File: src/rtl/i2c_pkg.sv
// Purpose : shared I2C definitions for the target receiver and the write initiator.
// Latency : n/a (types, constants and a pure helper function only).
// Backpr. : n/a.
package i2c_pkg;

    // Receiver FSM states.
    typedef enum logic [2:0] {
        ST_IDLE     = 3'd0,
        ST_ADDR     = 3'd1,
        ST_ADDR_ACK = 3'd2,
        ST_DATA     = 3'd3,
        ST_DATA_ACK = 3'd4,
        ST_IGNORE   = 3'd5
    } i2c_state_t;

    // R/W bit value in the address byte that selects a write transfer.
    localparam logic I2C_RW_WRITE = 1'b0;

    // SDA level during the ninth clock: low acknowledges, high refuses.
    localparam logic I2C_ACK  = 1'b0;
    localparam logic I2C_NACK = 1'b1;

    // Bits per byte on the wire, excluding the acknowledge bit.
    localparam int I2C_BYTE_BITS = 8;

    // True when an address byte is a write aimed at own_addr.
    function automatic logic i2c_addr_hit(input logic [7:0] addr_byte,
                                          input logic [6:0] own_addr);
        return (addr_byte[7:1] == own_addr) && (addr_byte[0] == I2C_RW_WRITE);
    endfunction

endpackage

File: src/rtl/i2c_line_sync.sv
// Purpose : synchronises raw SCL/SDA and derives SCL edges plus START/STOP strobes.
// Latency : pin change reaches scl_s/sda_s after SYNC_STAGES clk; strobes are combinational from those.
// Backpr. : none; strobes are single-clk and must be consumed in the clk they appear.
//
// Ports: clk, rst_n (async active-low); scl_i/sda_i raw pins;
//        scl_s/sda_s synced levels; scl_rise/scl_fall edge strobes;
//        start_det (SDA falls while SCL high), stop_det_raw (SDA rises while SCL high).
module i2c_line_sync #(
    parameter int SYNC_STAGES = 2
) (
    input  logic clk,
    input  logic rst_n,
    input  logic scl_i,
    input  logic sda_i,
    output logic scl_s,
    output logic sda_s,
    output logic scl_rise,
    output logic scl_fall,
    output logic start_det,
    output logic stop_det_raw
);

    logic [SYNC_STAGES-1:0] scl_sync;
    logic [SYNC_STAGES-1:0] sda_sync;
    logic                   scl_prev;
    logic                   sda_prev;

    // Chains preset to 1 (idle bus level) so reset release never looks like an edge.
    always_ff @(posedge clk or negedge rst_n) begin
        if (!rst_n) begin
            scl_sync <= '1;
            sda_sync <= '1;
            scl_prev <= 1'b1;
            sda_prev <= 1'b1;
        end else begin
            scl_sync <= {scl_sync[SYNC_STAGES-2:0], scl_i};
            sda_sync <= {sda_sync[SYNC_STAGES-2:0], sda_i};
            scl_prev <= scl_sync[SYNC_STAGES-1];
            sda_prev <= sda_sync[SYNC_STAGES-1];
        end
    end

    assign scl_s        = scl_sync[SYNC_STAGES-1];
    assign sda_s        = sda_sync[SYNC_STAGES-1];
    assign scl_rise     =  scl_s & ~scl_prev;
    assign scl_fall     = ~scl_s &  scl_prev;
    assign start_det    =  scl_s &  sda_prev & ~sda_s;
    assign stop_det_raw =  scl_s & ~sda_prev &  sda_s;

endmodule

File: src/rtl/i2c_slave_rx.sv
// Purpose : I2C target receiver; matches a 7-bit write address, ACKs and emits data bytes.
// Latency : rx_valid pulses SYNC_STAGES+1 clk after the 8th SCL rising pin edge of a byte.
// Backpr. : rx_ready sampled at the 8th data bit; if low the byte is NACKed and dropped.
//
// Ports: clk, rst_n (async active-low); slave_addr own address;
//        scl_i/sda_i raw pins; sda_oe 1 = pull SDA low (open drain);
//        rx_data/rx_valid/rx_ready byte handshake; addr_match (address ACKed
//        until STOP/repeated START); busy (START..STOP); stop_det one-clk STOP pulse.
module i2c_slave_rx
    import i2c_pkg::*;
#(
    parameter int SYNC_STAGES = 2,
    parameter int ADDR_W      = 7   // 7-bit addressing only
) (
    input  logic              clk,
    input  logic              rst_n,
    input  logic [ADDR_W-1:0] slave_addr,
    input  logic              scl_i,
    input  logic              sda_i,
    output logic              sda_oe,
    output logic [7:0]        rx_data,
    output logic              rx_valid,
    input  logic              rx_ready,
    output logic              addr_match,
    output logic              busy,
    output logic              stop_det
);

    logic       scl_s_unused;
    logic       sda_s;
    logic       scl_rise;
    logic       scl_fall;
    logic       start_det;
    logic       stop_det_raw;

    i2c_state_t state;
    logic [3:0] bit_cnt;
    logic [6:0] shift_q;     // first seven bits; the 8th comes straight from sda_s
    logic       ack_phase;   // 0 = waiting for the fall that starts the ACK slot
    logic [7:0] next_byte;
    logic       last_bit;

    // Only the edge strobes are needed here; the synced SCL level is unused.
    i2c_line_sync #(
        .SYNC_STAGES (SYNC_STAGES)
    ) u_line_sync (
        .clk          (clk),
        .rst_n        (rst_n),
        .scl_i        (scl_i),
        .sda_i        (sda_i),
        .scl_s        (scl_s_unused),
        .sda_s        (sda_s),
        .scl_rise     (scl_rise),
        .scl_fall     (scl_fall),
        .start_det    (start_det),
        .stop_det_raw (stop_det_raw)
    );

    assign next_byte = {shift_q, sda_s};
    assign last_bit  = (bit_cnt == 4'(I2C_BYTE_BITS - 1));

    always_ff @(posedge clk or negedge rst_n) begin
        if (!rst_n) begin
            state      <= ST_IDLE;
            bit_cnt    <= 4'd0;
            shift_q    <= 7'd0;
            ack_phase  <= 1'b0;
            sda_oe     <= 1'b0;
            rx_data    <= 8'd0;
            rx_valid   <= 1'b0;
            addr_match <= 1'b0;
            busy       <= 1'b0;
            stop_det   <= 1'b0;
        end else begin
            rx_valid <= 1'b0;
            stop_det <= 1'b0;

            // Bus conditions win over everything and release SDA in the same clk.
            if (stop_det_raw) begin
                state      <= ST_IDLE;
                bit_cnt    <= 4'd0;
                ack_phase  <= 1'b0;
                sda_oe     <= 1'b0;
                addr_match <= 1'b0;
                busy       <= 1'b0;
                stop_det   <= 1'b1;
            end else if (start_det) begin
                state      <= ST_ADDR;
                bit_cnt    <= 4'd0;
                ack_phase  <= 1'b0;
                sda_oe     <= 1'b0;
                addr_match <= 1'b0;
                busy       <= 1'b1;
            end else begin
                case (state)
                    ST_ADDR: begin
                        if (scl_rise) begin
                            shift_q <= next_byte[6:0];
                            if (last_bit) begin
                                bit_cnt <= 4'd0;
                                state   <= i2c_addr_hit(next_byte, slave_addr)
                                           ? ST_ADDR_ACK : ST_IGNORE;
                            end else begin
                                bit_cnt <= bit_cnt + 4'd1;
                            end
                        end
                    end

                    // First fall after entry ends the 8th bit: pull SDA low for
                    // the ACK slot; the next fall ends the slot.
                    ST_ADDR_ACK, ST_DATA_ACK: begin
                        if (scl_fall) begin
                            if (!ack_phase) begin
                                ack_phase <= 1'b1;
                                sda_oe    <= 1'b1;
                                if (state == ST_ADDR_ACK) begin
                                    addr_match <= 1'b1;
                                end
                            end else begin
                                ack_phase <= 1'b0;
                                sda_oe    <= 1'b0;
                                bit_cnt   <= 4'd0;
                                state     <= ST_DATA;
                            end
                        end
                    end

                    ST_DATA: begin
                        if (scl_rise) begin
                            shift_q <= next_byte[6:0];
                            if (last_bit) begin
                                bit_cnt <= 4'd0;
                                if (rx_ready) begin
                                    rx_data  <= next_byte;
                                    rx_valid <= 1'b1;
                                    state    <= ST_DATA_ACK;
                                end else begin
                                    // SDA stays released, so the master reads NACK.
                                    state <= ST_IGNORE;
                                end
                            end else begin
                                bit_cnt <= bit_cnt + 4'd1;
                            end
                        end
                    end

                    ST_IGNORE: begin
                        sda_oe <= 1'b0;
                    end

                    default: begin
                        // ST_IDLE: wait for START.
                    end
                endcase
            end
        end
    end

endmodule
File: config.mk
export PLATFORM = sky130hd
export DESIGN_NAME = i2c_slave_rx
export DESIGN_NICKNAME = d
export VERILOG_FILES = /design/src/rtl/i2c_pkg.sv /design/src/rtl/i2c_line_sync.sv /design/src/rtl/i2c_slave_rx.sv
export SDC_FILE = /design/constraint.sdc
export NUM_CORES = 1
export LEC_CHECK = 0
export CAP_MARGIN = 30
export CORE_ASPECT_RATIO = 0.9
export CORE_MARGIN = 2
export CORE_UTILIZATION = 40
export CTS_CLUSTER_DIAMETER = 60
export CTS_CLUSTER_SIZE = 24
export DETAILED_ROUTE_END_ITERATION = 8
export PLACE_DENSITY_LB_ADDON = 0.2
export SKIP_CTS_REPAIR_TIMING = 1
export SLEW_MARGIN = 20
export SYNTH_ARGS = -nofsm -noshare
export SYNTH_HDL_FRONTEND = slang
export SYNTH_SLANG_ARGS = --single-unit
File: constraint.sdc
create_clock -name clk -period 1.7 [get_ports clk]
set_input_delay 0.255 -clock clk [delete_from_list [all_inputs] [get_ports clk]]
set_output_delay 0.255 -clock clk [all_outputs]
set_load 0.02 [all_outputs]
==> flow_summary.ini, run 1 <==
[drt]
via_count = 1269
drt_iter0_markers = 64
avgViaCountPerCell = 5.22
drc = 0
wl_per_cell_um = 14.2
drt-total-wl_mm = 3.44
ant_nets = 0
firstDrtPassIters = 4

[timing]
fin_worst_skew_ns = 0.00664
fin_crit_sh = 0.975
drv_slew = 0
fin_ws_ns = 0.0433
final_hold_viol_count = 0
finalSetupViolations = 0
maxSlewHeadroom = 0.716
tightest_slew_ns = 0.427
fmax_mhz = 604
holdWs_ns = 0.356
min_period_ns = 1.66
rsz0062_at_grt = yes

[critical_path]
rr_worst_depth = 7
start_kind = register
rrSetupSlack_ns = 0.04
cp_top_family = simple AND/OR/NAND/NOR gates
arrival_ns = 1.83
rr_startpoint = bit_cnt[1]
worstPathCellList = ha_4 -> nand2_4 -> nor2_4 -> nand3_2 -> nor3_4 -> buf_6 -> mux2_4
crit_buf_inv = 1
max_stage_delay_ns = 0.40
cp_max_fo = 5
crit_type = register to register
cp.required_ns = 1.87
timing.rr.end = rx_data[0]
end_kind = register
slowest_stage = dfrtp_1

[logic_synthesis]
yosysWarnings = 0
synth_area_mm2 = 0.00163
seq_area_frac_synth = 0.526
synthTopCellsByArea = dfrtp_1, mux2_2, dfstp_2, xor2_1, nand2_1
ys.flop_type = dfrtp_1
netlist_instances = 142
yosysTopAreaCell = dfrtp_1
async_flop_share = 1.00
synth_top_area_frac = 0.430
syn_avg_cell_area_um2 = 11.5
syn_nets = 155
ys_ff_latch = 34
ys_types = 45
synth_edf_count = 0

[die]
die_w_um = 71.3
dieArea_mm2 = 0.00460
start_util = 0.408
ios = 25
die_y_um = 64.6
core-area_mm2 = 0.00399
rows = 22

[global_route]
grt_max_degree = 35
track_usage = 0.169
grt_pass1_vias = 1319
antenna_found_initial = 0
grt_pass1_wl_mm = 6.00
gr-total-overflow = 0

[placed_design]
place_congestion = 0.823
dpl.hpwl_mm = 2.45
io_buffers = 24
dpl_cell_area_mm2 = 0.00206
dp_slack_ns = -0.252

[clock_network]
clkLatencyLatePin_ns = 0.29
h-tree-depth = 2
clockBufferDepth = 2
tritoncts = done
clock_sinks = 34
cts-root-buf = clkbuf_8
cts_buffers = 5
path_clk_slew_ns = 0.07

[power]
total_power_mw = 2.20
ir_drop_uv = 672
p_per_area_mw_per_mm2 = 954
p_leak_nw = 1.05

[layout]
diodes = 0
final_nets = 207
drive_gt1_frac = 0.379
postLayoutCellArea_mm2 = 0.00231
area_delta_synth_final_pct = 41.5

[run_status]
status = complete, no violations

[flow_run]
drv_cap = 0

[min_path]
hold_class = input port to asynchronous set/reset pin
cell usage in the layout, fill, tap and decap left out, types with 2 or more instances in the layout:
cell,netlist,layout
a21oi_1,4,4
and2b_2,1,2
buf_4,1,22
buf_6,0,2
clkbuf_8,0,6
clkdlybuf4s50_1,0,24
dfrtp_1,28,28
dfstp_2,6,6
inv_1,4,4
mux2_2,15,8
mux2_4,1,8
nand2_1,16,14
nand2_2,3,4
nand2b_1,3,3
nand3_1,3,2
nor2_1,6,5
nor3_1,2,2
nor4_1,3,2
o21ai_0,5,5
o41ai_1,2,2
or3_1,3,3
xor2_1,7,7
worst register-to-register path, cell delays in order (launching register included):
cell and delay [ns]:
dfrtp_1 0.40, ha_4 0.17, nand2_4 0.06, nor2_4 0.12, nand3_2 0.10, nor3_4 0.23, buf_6 0.17, mux2_4 0.30
cell usage after synthesis, drive strengths merged, types with 2 or more instances:
library cell	number
nor2	6
o21ai	6
nor3	3
and2	2
inv	4
nand2	19
buf	2
nor2b	2
o211ai	2
and2b	2
xor2	8
o41ai	2
or3	3
a21oi	5
nand3	3
a22oi	2
mux2	16
dfstp	6
dfrtp	28
nand2b	3
nor4	3
flip-flops by register name, indices dropped and copies added (netlist names), 2 cells and up:
name                  flops
rx_data                   8
shift_q                   7
bit_cnt                   4
state                     3
u_line_sync.scl_sync      2
u_line_sync.sda_sync      2
logic make-up after synthesis:
| family | share of synthesized area |
|---|---|
| mux | 0.113 |
| flops | 0.526 |
| buf+inv | 0.0192 |
| xor+xnor | 0.0530 |
| compound gates | 0.107 |
| simple gates | 0.173 |
| fa+ha+maj | 0.00767 |
stage by stage:
stage | utilization | std cells | setup TNS (ns)
global placement | 0.517 | 231 | -0.398
finish | 0.578 | 243 | 0
detailed placement | 0.517 | 231 | -0.490
floorplan | - | 142 | 0
CTS | 0.546 | 239 | -0.128
global route | 0.578 | 243 | -0.196
metal layers:
| layer | track usage | wire length [um] |
|---|---|---|
| met1 | 0.228 | 1600 |
| met2 | 0.258 | 1650 |
| met3 | 0.0420 | 148 |
| met4 | 0.0708 | 46 |
| met5 | 0 | 0 |
power breakdown:
part | switching (mW) | leakage [nW] | internal (mW) | total [mW]
clock network | 0.298 | 0.0585 | 0.478 | 0.776
logic | 0.212 | 0.553 | 0.248 | 0.460
registers | 0.0774 | 0.438 | 0.888 | 0.965
worst max-delay path by stage:
stage | slack [ns] | to | from | cells past startpoint
2_1_floorplan | 0.006 | state[0] | u_line_sync.scl_sync[1] | 5
3_3_place_gp | -0.22 | state[0] | slave_addr[4] | 6
3_5_place_dp | -0.25 | state[0] | slave_addr[4] | 6
4_1_cts | -0.03 | state[0] | u_line_sync.scl_sync[1] | 5
5_1_grt | -0.03 | state[1] | shift_q[6] | 5
6_report | 0.04 | rx_data[0] | bit_cnt[1] | 7
area by class of cell:
cell class | instances | area [um2]
sequential | 34 | 858
multi-input combinational | 101 | 830
clock buffer | 7 | 86.3
inverter | 4 | 15.0
tap | 48 | 60.1
clock inverter | 1 | 30.0
timing repair buffer | 48 | 428
fill | 340 | 1680
No activity file was read; power rests on OpenSTA's default activity.
==> run 2: changes to the inputs <==
- CTS_BUF_LIST: not set -> sky130_fd_sc_hd__clkbuf_8
==> run 2 against run 1 <==
Critical endpoint unchanged. Non-clock buffer count is the same. Maximum frequency is essentially flat. Clock power shrank 0.8%. Routed wire length grew 0.17%. Cell count is the same. Sequential power is essentially flat. Critical path depth is the same. Power shrank 0.26%. Die area is the same. Utilization is the same. First-iteration DRC count shrank 1.6%. Count of clock-buffer cells in the layout shrank 1.
==> flow_summary.ini, run 2 (synthesis gave the netlist of run 1 again) <==
[critical_path]
cp.required_ns = 1.87
crit_type = register to register
arrival_ns = 1.83
rrSetupSlack_ns = 0.04
worstSetupStartpoint = bit_cnt[1]
start_kind = register
timing.rr.end = rx_data[0]
end_kind = register
rr_startpoint = bit_cnt[1]
crit_end = rx_data[0]
rr_worst_depth = 7
cp_max_fo = 5

[power]
pwr-share-comb = 0.210
p_leak_nw = 1.05
switching_share = 0.268
switching_power_mw = 0.587
ir_drop_uv = 673
total_power_mw = 2.19
pwr-share-seq = 0.440
internal_power_mw = 1.61
clock_power_share = 0.351
p_per_area_mw_per_mm2 = 951

[drt]
dr.max_layer_used = met4
drt_iter0_markers = 63
drt-total-wl_mm = 3.45
wl_met1_mm = 1.60
avgViaCountPerCell = 5.22
route.met2.wl_mm = 1.66
firstDrtPassIters = 4
via_count = 1268
drc = 0
wl_met3_um = 146
ant_nets = 0
wl_per_cell_um = 14.2

[global_route]
grt_pass1_wl_mm = 6.00
track_usage = 0.169
antenna_found_initial = 0
gr-total-overflow = 0
grt_pass1_vias = 1321
grt_max_degree = 35

[clock_network]
h-tree-depth = 2
clkLatencyLatePin_ns = 0.29
cts_buffers = 5
clockBufferDepth = 2
cts-root-buf = clkbuf_8
clock_sinks = 34
tritoncts = done
path_clk_slew_ns = 0.07

[placed_design]
dp_cells = 231
dpl_cell_area_mm2 = 0.00206
dpl.hpwl_mm = 2.45
place_congestion = 0.823
io_buffers = 24

[die]
die_w_um = 71.3
ios = 25
start_util = 0.408
core-area_mm2 = 0.00399
rows = 22
die_y_um = 64.6
dieArea_mm2 = 0.00460

[layout]
final_nets = 207
stdcell_count = 243
diodes = 0
final_cell_mix = dfrtp_1, clkdlybuf4s50_1, buf_4
reg.largest.list = rx_data: 8 flops, shift_q: 7 flops, bit_cnt: 4 flops
area_delta_synth_final_pct = 41.5
postLayoutCellArea_mm2 = 0.00231
mostFrequentLayoutCell = dfrtp_1
regMostFlops = rx_data
drive_gt1_frac = 0.379
largest_reg_flops = 8

[flow_run]
drv_cap = 0

[timing]
fmax_mhz = 604
fin_worst_skew_ns = 0.00662
setup_tns_ns = 0
tightest_slew_ns = 0.426
rsz0062_at_grt = yes
final_hold_viol_count = 0
maxSlewHeadroom = 0.716
holdWs_ns = 0.356
finalSetupViolations = 0
min_period_ns = 1.66
fin_crit_sh = 0.974
drv_slew = 0

[min_path]
hold_class = input port to asynchronous set/reset pin

[run_status]
status = complete, no violations
[run 2: cell types whose count changed in the layout (fill, tap and decap cells not counted)]
cell and change:
clkbuf_1 -1, inv_1 +1
[run 2: per-stage QoR]
stage               utilization  worst slack (ns)
floorplan                     -           0.00554
global placement          0.517            -0.219
detailed placement        0.517            -0.252
CTS                       0.546           -0.0277
global route              0.578           -0.0315
finish                    0.578            0.0434
[run 2: power groups by stage]
| stage | clock network, mW | logic [mW] | registers, mW |
|---|---|---|---|
| 6_report | 0.770 | 0.460 | 0.965 |
| 5_1_grt | 0.825 | 0.513 | 0.979 |
| 4_1_cts | 0.785 | 0.432 | 0.957 |
| 3_5_place_dp | 0 | 0.432 | 0.973 |
| 3_3_place_gp | 0 | 0.425 | 0.965 |
| 2_1_floorplan | 0 | 0.248 | 0.963 |
[run 2: worst min path at each step]
stage,cells after the start,start,endpoint
2_1_floorplan,0,rst_n,ack_phase
3_3_place_gp,0,u_line_sync.scl_sync[0],u_line_sync.scl_sync[1]
3_5_place_dp,0,u_line_sync.sda_sync[0],u_line_sync.sda_sync[1]
4_1_cts,0,u_line_sync.sda_sync[0],u_line_sync.sda_sync[1]
5_1_grt,0,u_line_sync.sda_sync[0],u_line_sync.sda_sync[1]
6_report,2,rst_n,sda_oe
[run 2: routing by layer]
metal	global-route usage	up-vias
met5	0	-
met4	0.0708	0
met3	0.0420	5
met2	0.258	29
met1	0.228	621
li1	-	613
[run 2: cell type report]
cell class,instances,area (um2)
multi-input combinational,101,830
timing repair buffer,48,428
fill,340,1680
sequential,34,858
clock buffer,6,82.6
inverter,4,15.0
clock inverter,2,33.8
tap,48,60.1
[run 2: worst max-delay path, cell delays in order (launching register included)]
cell and delay [ns]:
dfrtp_1 0.40, ha_4 0.17, nand2_4 0.06, nor2_4 0.12, nand3_2 0.10, nor3_4 0.23
buf_6 0.17, mux2_4 0.30
